`config.mk`:
```
export PLATFORM = sky130hd
export DESIGN_NAME = ahb_manager_arbiter
export DESIGN_NICKNAME = d
export VERILOG_FILES = /design/src/rtl/ahb_manager_arbiter.sv
export SDC_FILE = /design/constraint.sdc
export NUM_CORES = 1
export LEC_CHECK = 0
export ABC_CLOCK_PERIOD_IN_PS = 1300
export CAP_MARGIN = 10
export CORE_AREA = 2 2 110 112
export CTS_CLUSTER_DIAMETER = 200
export DETAILED_ROUTE_END_ITERATION = 10
export DIE_AREA = 0 0 112 114
export SYNTH_ARGS = -nofsm -noshare
export SYNTH_HDL_FRONTEND = slang
export SYNTH_SLANG_ARGS = --single-unit
```
`constraint.sdc`:
```
create_clock -name HCLK -period 1.3 [get_ports HCLK]
set_input_delay 0.26 -clock HCLK [delete_from_list [all_inputs] [get_ports HCLK]]
set_output_delay 0.26 -clock HCLK [all_outputs]
set_load 0.02 [all_outputs]
```
`src/rtl/ahb_manager_arbiter.sv`:
```
// ahb_manager_arbiter: round-robin, non-preemptive sharing of one
// AHB manager request port between NUM_REQ requesters.
//
// Ports:
//   HCLK, HRESET          clock, async active-high reset
//   req_ren/req_wen       per-requester read/write request
//   req_addr/wdata/strobe packed per-requester request fields
//   req_stall/req_error   per-requester stall and error
//   req_rdata             shared read data (manager rdata)
//   gnt                   one-hot grant, zero when idle
//   m_ren/m_wen/m_addr    forwarded request to the manager
//   m_wdata/m_strobe      forwarded write data and strobes
//   m_stall/m_rdata/m_error  manager response
module ahb_manager_arbiter #(
  parameter int NUM_REQ = 2,
  parameter int ADDR_W  = 32,
  parameter int DATA_W  = 32
) (
  input  logic                       HCLK,
  input  logic                       HRESET,
  input  logic [NUM_REQ-1:0]         req_ren,
  input  logic [NUM_REQ-1:0]         req_wen,
  input  logic [NUM_REQ*ADDR_W-1:0]  req_addr,
  input  logic [NUM_REQ*DATA_W-1:0]  req_wdata,
  input  logic [NUM_REQ*DATA_W/8-1:0] req_strobe,
  output logic [NUM_REQ-1:0]         req_stall,
  output logic [DATA_W-1:0]          req_rdata,
  output logic [NUM_REQ-1:0]         req_error,
  output logic [NUM_REQ-1:0]         gnt,
  output logic                       m_ren,
  output logic                       m_wen,
  output logic [ADDR_W-1:0]          m_addr,
  output logic [DATA_W-1:0]          m_wdata,
  output logic [DATA_W/8-1:0]        m_strobe,
  input  logic                       m_stall,
  input  logic [DATA_W-1:0]          m_rdata,
  input  logic                       m_error
);

  localparam int PW = $clog2(NUM_REQ);
  localparam int SW = DATA_W / 8;

  typedef enum logic [1:0] {
    S_IDLE,
    S_GRANT,
    S_RELEASE
  } state_t;

  state_t        r_state;
  logic [PW-1:0] r_ptr;
  logic [PW-1:0] r_gidx;

  logic [NUM_REQ-1:0] w_req;
  logic               w_any;
  logic [PW-1:0]      w_win;
  logic [PW-1:0]      w_sel;
  logic               w_fwd;
  logic               w_done;

  logic [ADDR_W-1:0] w_addr [NUM_REQ];
  logic [DATA_W-1:0] w_wdat [NUM_REQ];
  logic [SW-1:0]     w_strb [NUM_REQ];

  function automatic logic [PW-1:0] f_wrap(
    input int v
  );
    return PW'(v % NUM_REQ);
  endfunction

  assign w_req = req_ren | req_wen;

  for (genvar g = 0; g < NUM_REQ; g++) begin : g_unpack
    assign w_addr[g] = req_addr[g*ADDR_W +: ADDR_W];
    assign w_wdat[g] = req_wdata[g*DATA_W +: DATA_W];
    assign w_strb[g] = req_strobe[g*SW +: SW];
  end

  // Scan from the top down so the requester
  // closest to r_ptr is the last writer.
  always_comb begin
    w_any = 1'b0;
    w_win = '0;
    for (int k = NUM_REQ - 1; k >= 0; k--) begin
      if (w_req[f_wrap(int'(r_ptr) + k)]) begin
        w_any = 1'b1;
        w_win = f_wrap(int'(r_ptr) + k);
      end
    end
  end

  // IDLE forwards the fresh winner with no
  // added latency; GRANT holds the latched one.
  assign w_sel = (r_state == S_GRANT) ? r_gidx
                                      : w_win;

  assign w_fwd = !HRESET &&
                 ((r_state == S_IDLE && w_any) ||
                  r_state == S_GRANT);

  // A dropped request ends the grant early.
  assign w_done = !w_req[r_gidx] || !m_stall;

  always_comb begin
    m_ren     = 1'b0;
    m_wen     = 1'b0;
    m_addr    = '0;
    m_wdata   = '0;
    m_strobe  = '0;
    req_stall = '1;
    req_error = '0;
    gnt       = '0;
    if (w_fwd) begin
      m_ren            = req_ren[w_sel];
      m_wen            = req_wen[w_sel];
      m_addr           = w_addr[w_sel];
      m_wdata          = w_wdat[w_sel];
      m_strobe         = w_strb[w_sel];
      req_stall[w_sel] = m_stall;
      gnt[w_sel]       = 1'b1;
      if (r_state == S_GRANT) begin
        req_error[w_sel] = m_error;
      end
    end
  end

  assign req_rdata = m_rdata;

  always_ff @(posedge HCLK or posedge HRESET) begin
    if (HRESET) begin
      r_state <= S_IDLE;
      r_ptr   <= '0;
      r_gidx  <= '0;
    end else begin
      unique case (r_state)
        S_IDLE: begin
          if (w_any) begin
            r_gidx  <= w_win;
            r_state <= S_GRANT;
          end
        end
        S_GRANT: begin
          // Error with stall high stays here until
          // the manager's stall-low error cycle.
          if (w_done) begin
            r_ptr   <= f_wrap(int'(r_gidx) + 1);
            r_state <= S_RELEASE;
          end
        end
        S_RELEASE: begin
          r_state <= S_IDLE;
        end
        default: begin
          r_state <= S_IDLE;
        end
      endcase
    end
  end

endmodule

```
Word level (Yosys, flattened, before mapping)
Cells that the tools add are included.
{ "word_totals": {"wordCells": 69, "inputBits": 176, "register_bits": 4, "out_inout_bits": 108} }
{ "classes": {"magnitude_cmp": 6, "bitwise": 5, "addsub": 2, "n_mux": 38, "n_eq_ne": 3, "reduce_logical": 12} }
{ "ops": {"columns": ["cell", "n"], "rows": [
  ["$mux W32", 8],
  ["$mux W1", 18],
  ["$mux W4", 4],
  ["$mux W2", 6],
  ["$lt A1 B2 Y1 const B", 4],
  ["$reduce_and A2 Y1", 3],
  ["$ne A2 B2 Y1 const B", 2],
  ["$or A2 B2 Y2", 2],
  ["$pmux W2 S2", 1],
  ["$logic_and A1 B1 Y1", 3],
  ["$logic_not A1 Y1", 3],
  ["$add A1 B1 Y1 const B", 2],
  ["$and A2 B2 Y2", 1],
  ["$eq A2 B1 Y1 const B", 1],
  ["$ge A2 B2 Y1 const B", 1],
  ["$logic_not A2 Y1", 1],
  ["$logic_or A1 B1 Y1", 2],
  ["$not A1 Y2", 1],
  ["$not A2 Y2", 1],
  ["$demux W1 S1", 1],
  ["$ge A1 B1 Y1 const B", 1]
]} }

Logic depth before layout (Yosys ltp)
{ "depth": {"depth_word": 13, "mapped_depth": 5, "mapped_depth_nobuf": 3} }

Worst setup path before layout
OpenSTA, ideal clock, no wires.
{ "synth_timing": {"path_type": "reg-to-output", "from": "register r_state[0]", "to": "output req_error[0]", "setup_slack_ns": -0.457, "path_buffers": 2, "arrival_ns": 1.497, "stages_incl_launch_ff": 6, "required_ns": 1.040, "path_cell_list": "dfrtp_1 or2b_1 o31a_1 buf_6 buf_6 nor3_1"} }
{ "synth_between": {"elab_chain_cells": 9, "word_cells_on_any_way": 14, "cone_classes": "order compare (2); eq/ne (1); mux (5); bitwise (1); reduce/logical (5)"} }
{ "synth_rtl": {"columns": ["element", "line_no", "text"], "rows": [
  ["start: declaration", "49", "state_t r_state;"],
  ["start signal: assignment", "130", "r_state <= S_IDLE;"],
  ["start signal: assignment", "138", "r_state <= S_GRANT;"],
  ["start signal: assignment", "146", "r_state <= S_RELEASE;"],
  ["$eq A2 B1 Y1", "93, 98, 120", null],
  ["$mux W1", "93", "assign w_sel = (r_state == S_GRANT) ? r_gidx"],
  ["$lt A1 B2 Y1 (not written as such) or $ge A1 B1 Y1 (tied branches)", "121", "req_error[w_sel] = m_error;"],
  ["$logic_and A1 B1 Y1 (not written as such)", "121", null],
  ["$mux W1 (not written as such)", "121", null],
  ["$demux W1 S1", "121", null],
  ["$and A2 B2 Y2 (no source line)", null, null],
  ["$mux W2", "120", "if (r_state == S_GRANT) begin"],
  ["$mux W2 *", "112", "if (w_fwd) begin"],
  ["end: declaration", "28", "output logic [NUM_REQ-1:0] req_error,"]
]} }
Mark *: on every way between the ends. The rest lies on a longest branch, timed or not.

Final worst setup path
{ "layout_timing": {"from": "register r_ptr", "to": "output req_stall[0]"} }
{ "layout_between": {"elab_chain_cells": 13, "word_cells_on_any_way": 21, "cone_classes": "add/sub (1); order compare (2); mux (12); bitwise (2); reduce/logical (4)"} }
{ "layout_rtl": {"columns": ["element", "line_no", "text"], "rows": [
  ["start: declaration", "50", "logic [PW-1:0] r_ptr;"],
  ["start signal: assignment", "145", "r_ptr <= f_wrap(int'(r_gidx) + 1);"],
  ["$add A1 B1 Y1", "84, 86", null],
  ["$mux W1 (not written as such) (2 in a row)", "84", "if (w_req[f_wrap(int'(r_ptr) + k)]) begin"],
  ["$mux W1 (2 in a row)", "84", null],
  ["$mux W1", "93", null],
  ["$lt A1 B2 Y1 (not written as such) or $ge A1 B1 Y1 (tied branches)", "118", "req_stall[w_sel] = m_stall;"],
  ["$logic_and A1 B1 Y1 (not written as such)", "118", null],
  ["$mux W1 (not written as such)", "118", null],
  ["$demux W1 S1", "118", null],
  ["$not A2 Y2 (no source line)", null, null],
  ["$or A2 B2 Y2 (no source line)", null, null],
  ["$mux W2 *", "112", null],
  ["end: declaration", "26", "output logic [NUM_REQ-1:0] req_stall,"]
]} }
Mark *: on every way between the ends. The rest lies on a longest branch, timed or not. The select of a mux whose other input is x is not followed.

==> results.yml <==
floorplan:
  num_rows: 40
  die-area_um2: 12800
  start_util: 0.144
  pin_count: 284
  chipHeight_um: 114
  coreArea_um2: 11700
  die_x_um: 112
detailed_routing:
  wl_per_cell_um: 16.3
  drt_pre_antenna_iters: 4
  wirelength_mm: 11.1
  first_iter_violations: 83
  postRouteAntennaNets: 0
  vias: 3056
  drc: 0
  viasPerCell: 4.49
cells_and_area:
  postLayoutCellArea_um2: 5840
  final_layout_size_suffix_gt1_frac: 0.427
  syn2layout_area_growth_pct: 246
  layout.nets: 709
  instances_no_fill: 680
  final_core_util: 0.499
setup_path:
  cp.required_ps: 1040
  r2r_cells: 4
  path_max_fanout: 6
  critPathKind: "reg2out"
  r2r_end: "r_gidx"
  end_kind: "primary output"
  regToRegSetupSlack_ps: 80
  worst_ep_arrival_time_ps: 1770
  r2r-start: "r_state[0]"
  crit_path_start: "r_ptr"
  crit_path_start_kind: "flop"
logic_synthesis:
  synth_area_leaders: "nand2_1, o22ai_1, buf_4"
  synthXorXnorAreaFrac: 0
  synth_edf_count: 0
  synth-simple-area-share: 0.363
  synth_top_family_by_area: "simple AND/OR/NAND/NOR gates"
  synthMuxAreaShare: 0
  synthesis.nets: 486
  ys_warn_count: 0
  synth-main-ff-cell: "dfrtp_1"
  yosysTopAreaCell: "nand2_1"
  synth_common_cells: "nand2_1, o22ai_1, buf_4, buf_2, buf_6"
  ys_seq_area_frac: 0.0593
  yosysUniqueCellTypes: 26
  ys_ff_latch: 4
  synth_fa_ha_area_frac: 0
  synthArstFlopShare: 1.00
  netlist_area_um2: 1690
  avgSynthCellArea_um2: 5.44
  yosysMostFrequentCell: "nand2_1"
  syn_inst: 310
  synth-compound-area-share: 0.315
  synth_top_area_share: 0.316
run_status:
  violations: "setup timing"
  status: "finished with violations"
global_routing:
  grt_usage: 0.148
  antenna_found_initial: 2
  grt_max_degree: 66
  grtUsageMet3: 0.0553
  first_global_vias: 3070
  grt.overflow.total: 0
  grt_pass1_wl_mm: 15.6
  use_met2: 0.285
  use_met1: 0.159
  top_usage_layer: "met2"
clock_tree:
  path_clk_slew_ps: 30
  clock-sinks: 4
  htree_levels: 1
  clock_path_buffers: 2
  cts_tree: "built"
  clockRootBuffer: "clkbuf_16"
  cts_buffers: 3
  clk-insertion-delay-late_ps: 230
placed_design:
  place.gp.congestion: 0.879
  placed_area_um2: 5100
  io_buffers: 219
  dpl.cell_count: 646
  dp.final_hpwl_mm: 7.65
sta:
  hold_slack_ps: 114
  fin_setup_tns_ps: -50290
  slew_headroom: 0.799
  tightest_slew_ps: 301
  setup_violations: 76
  hold_viol_final: 0
  fin_crit_sh: 1.56
  rsz0062_at_grt: "true"
  fmax_ghz: 0.492
  skew_ps: 1.58
  setup_ws_ps: -732
  timing.final.crit_period_ps: 2030
  slew_viol_final: 0
pwr:
  leakage_uw: 0.00215
  vdd_ir_drop_max_mv: 1.04
  power_density_nw_per_um2: 2390
min_path:
  min_path_type: "in2async"
flow_run:
  maxCapViolations: 0
-- stage by stage --
stage               total power, uW  worst slack [ps]
finish                        14000              -732
detailed placement            10800             -1370
CTS                           12400              -838
global placement              10700             -1360
floorplan                      7330              -234
global route                  14600              -752
-- flip-flops by register name, indices dropped and copies added, names as in the netlist --
register,cells
r_ptr,1
r_gidx,1
r_state,2
-- where the power goes --
group          internal [uW]  total (uW)  leakage (uW)  switching [uW]
logic                   6880       13200       0.00207            6340
clock network            393         482     0.0000370            89.0
registers                186         251     0.0000466            64.5
total                   7460       14000       0.00215            6500
-- area by class of cell --
class	instances	area, um^2
clock buffers	3	75.1
repair buffers	282	3280
diodes	2	5.00
fillers	1103	5870
flip-flops and latches	4	100
multi-input cells	240	2190
well taps	147	184
inverters	2	7.51
-- how the worst max path moves through the flow --
stage	depth (start not counted)	slack, ps	to
after global routing	5	-750	req_stall[0]
after CTS	5	-840	req_stall[0]
after floorplan	4	-230	req_stall[0]
after detailed placement	6	-1370	m_addr[30]
final	5	-730	req_stall[0]
after global placement	6	-1360	m_addr[30]
-- placed cells by master, fill, tap and decap left out, drive strengths merged --
cell	n
o31a	2
and2	1
diode	2
nor2	5
a21o	1
o2bb2ai	1
o31ai	1
inv	2
a211o	1
clkbuf	13
a21oi	2
or3	2
o21ba	1
buf	130
o22ai	70
nor3	3
nor2b	1
o21a	1
or2	2
o21ai	3
dlygate4sd2	4
clkdlybuf4s50	138
or2b	1
nand2	142
dfrtp	4
-- cells by family after synthesis --
group	after synthesis
AOI/OAI and AO/OA	83
DFF	4
buffers and inverters	66
and+or+nand+nor	157
-- worst max-delay path: stages, from the launching register on --
cell and delay [ps]:
dfrtp_1 390, o21a_1 130, o31a_4 350, buf_12 170, or3_4 360, buf_6 140
-- routing by layer --
| layer | vias to the layer above | wire length (um) |
|---|---|---|
| met2 | 168 | 5860 |
| li1 | 1479 | - |
| met4 | 0 | 78 |
| met5 | - | 0 |
| met1 | 1399 | 4050 |
| met3 | 10 | 1120 |
-- timing repair --
| action | CTS | global route |
|---|---|---|
| hold buffers | 0 | 0 |
| pin swaps | 3 | 3 |
| gates resized for setup | 463 | 29 |
| gates cloned | 4 | 12 |
| endpoints found under the setup margin | 77 | 77 |
| setup buffers | 5 | 8 |
No activity file was read; power rests on OpenSTA's default activity.
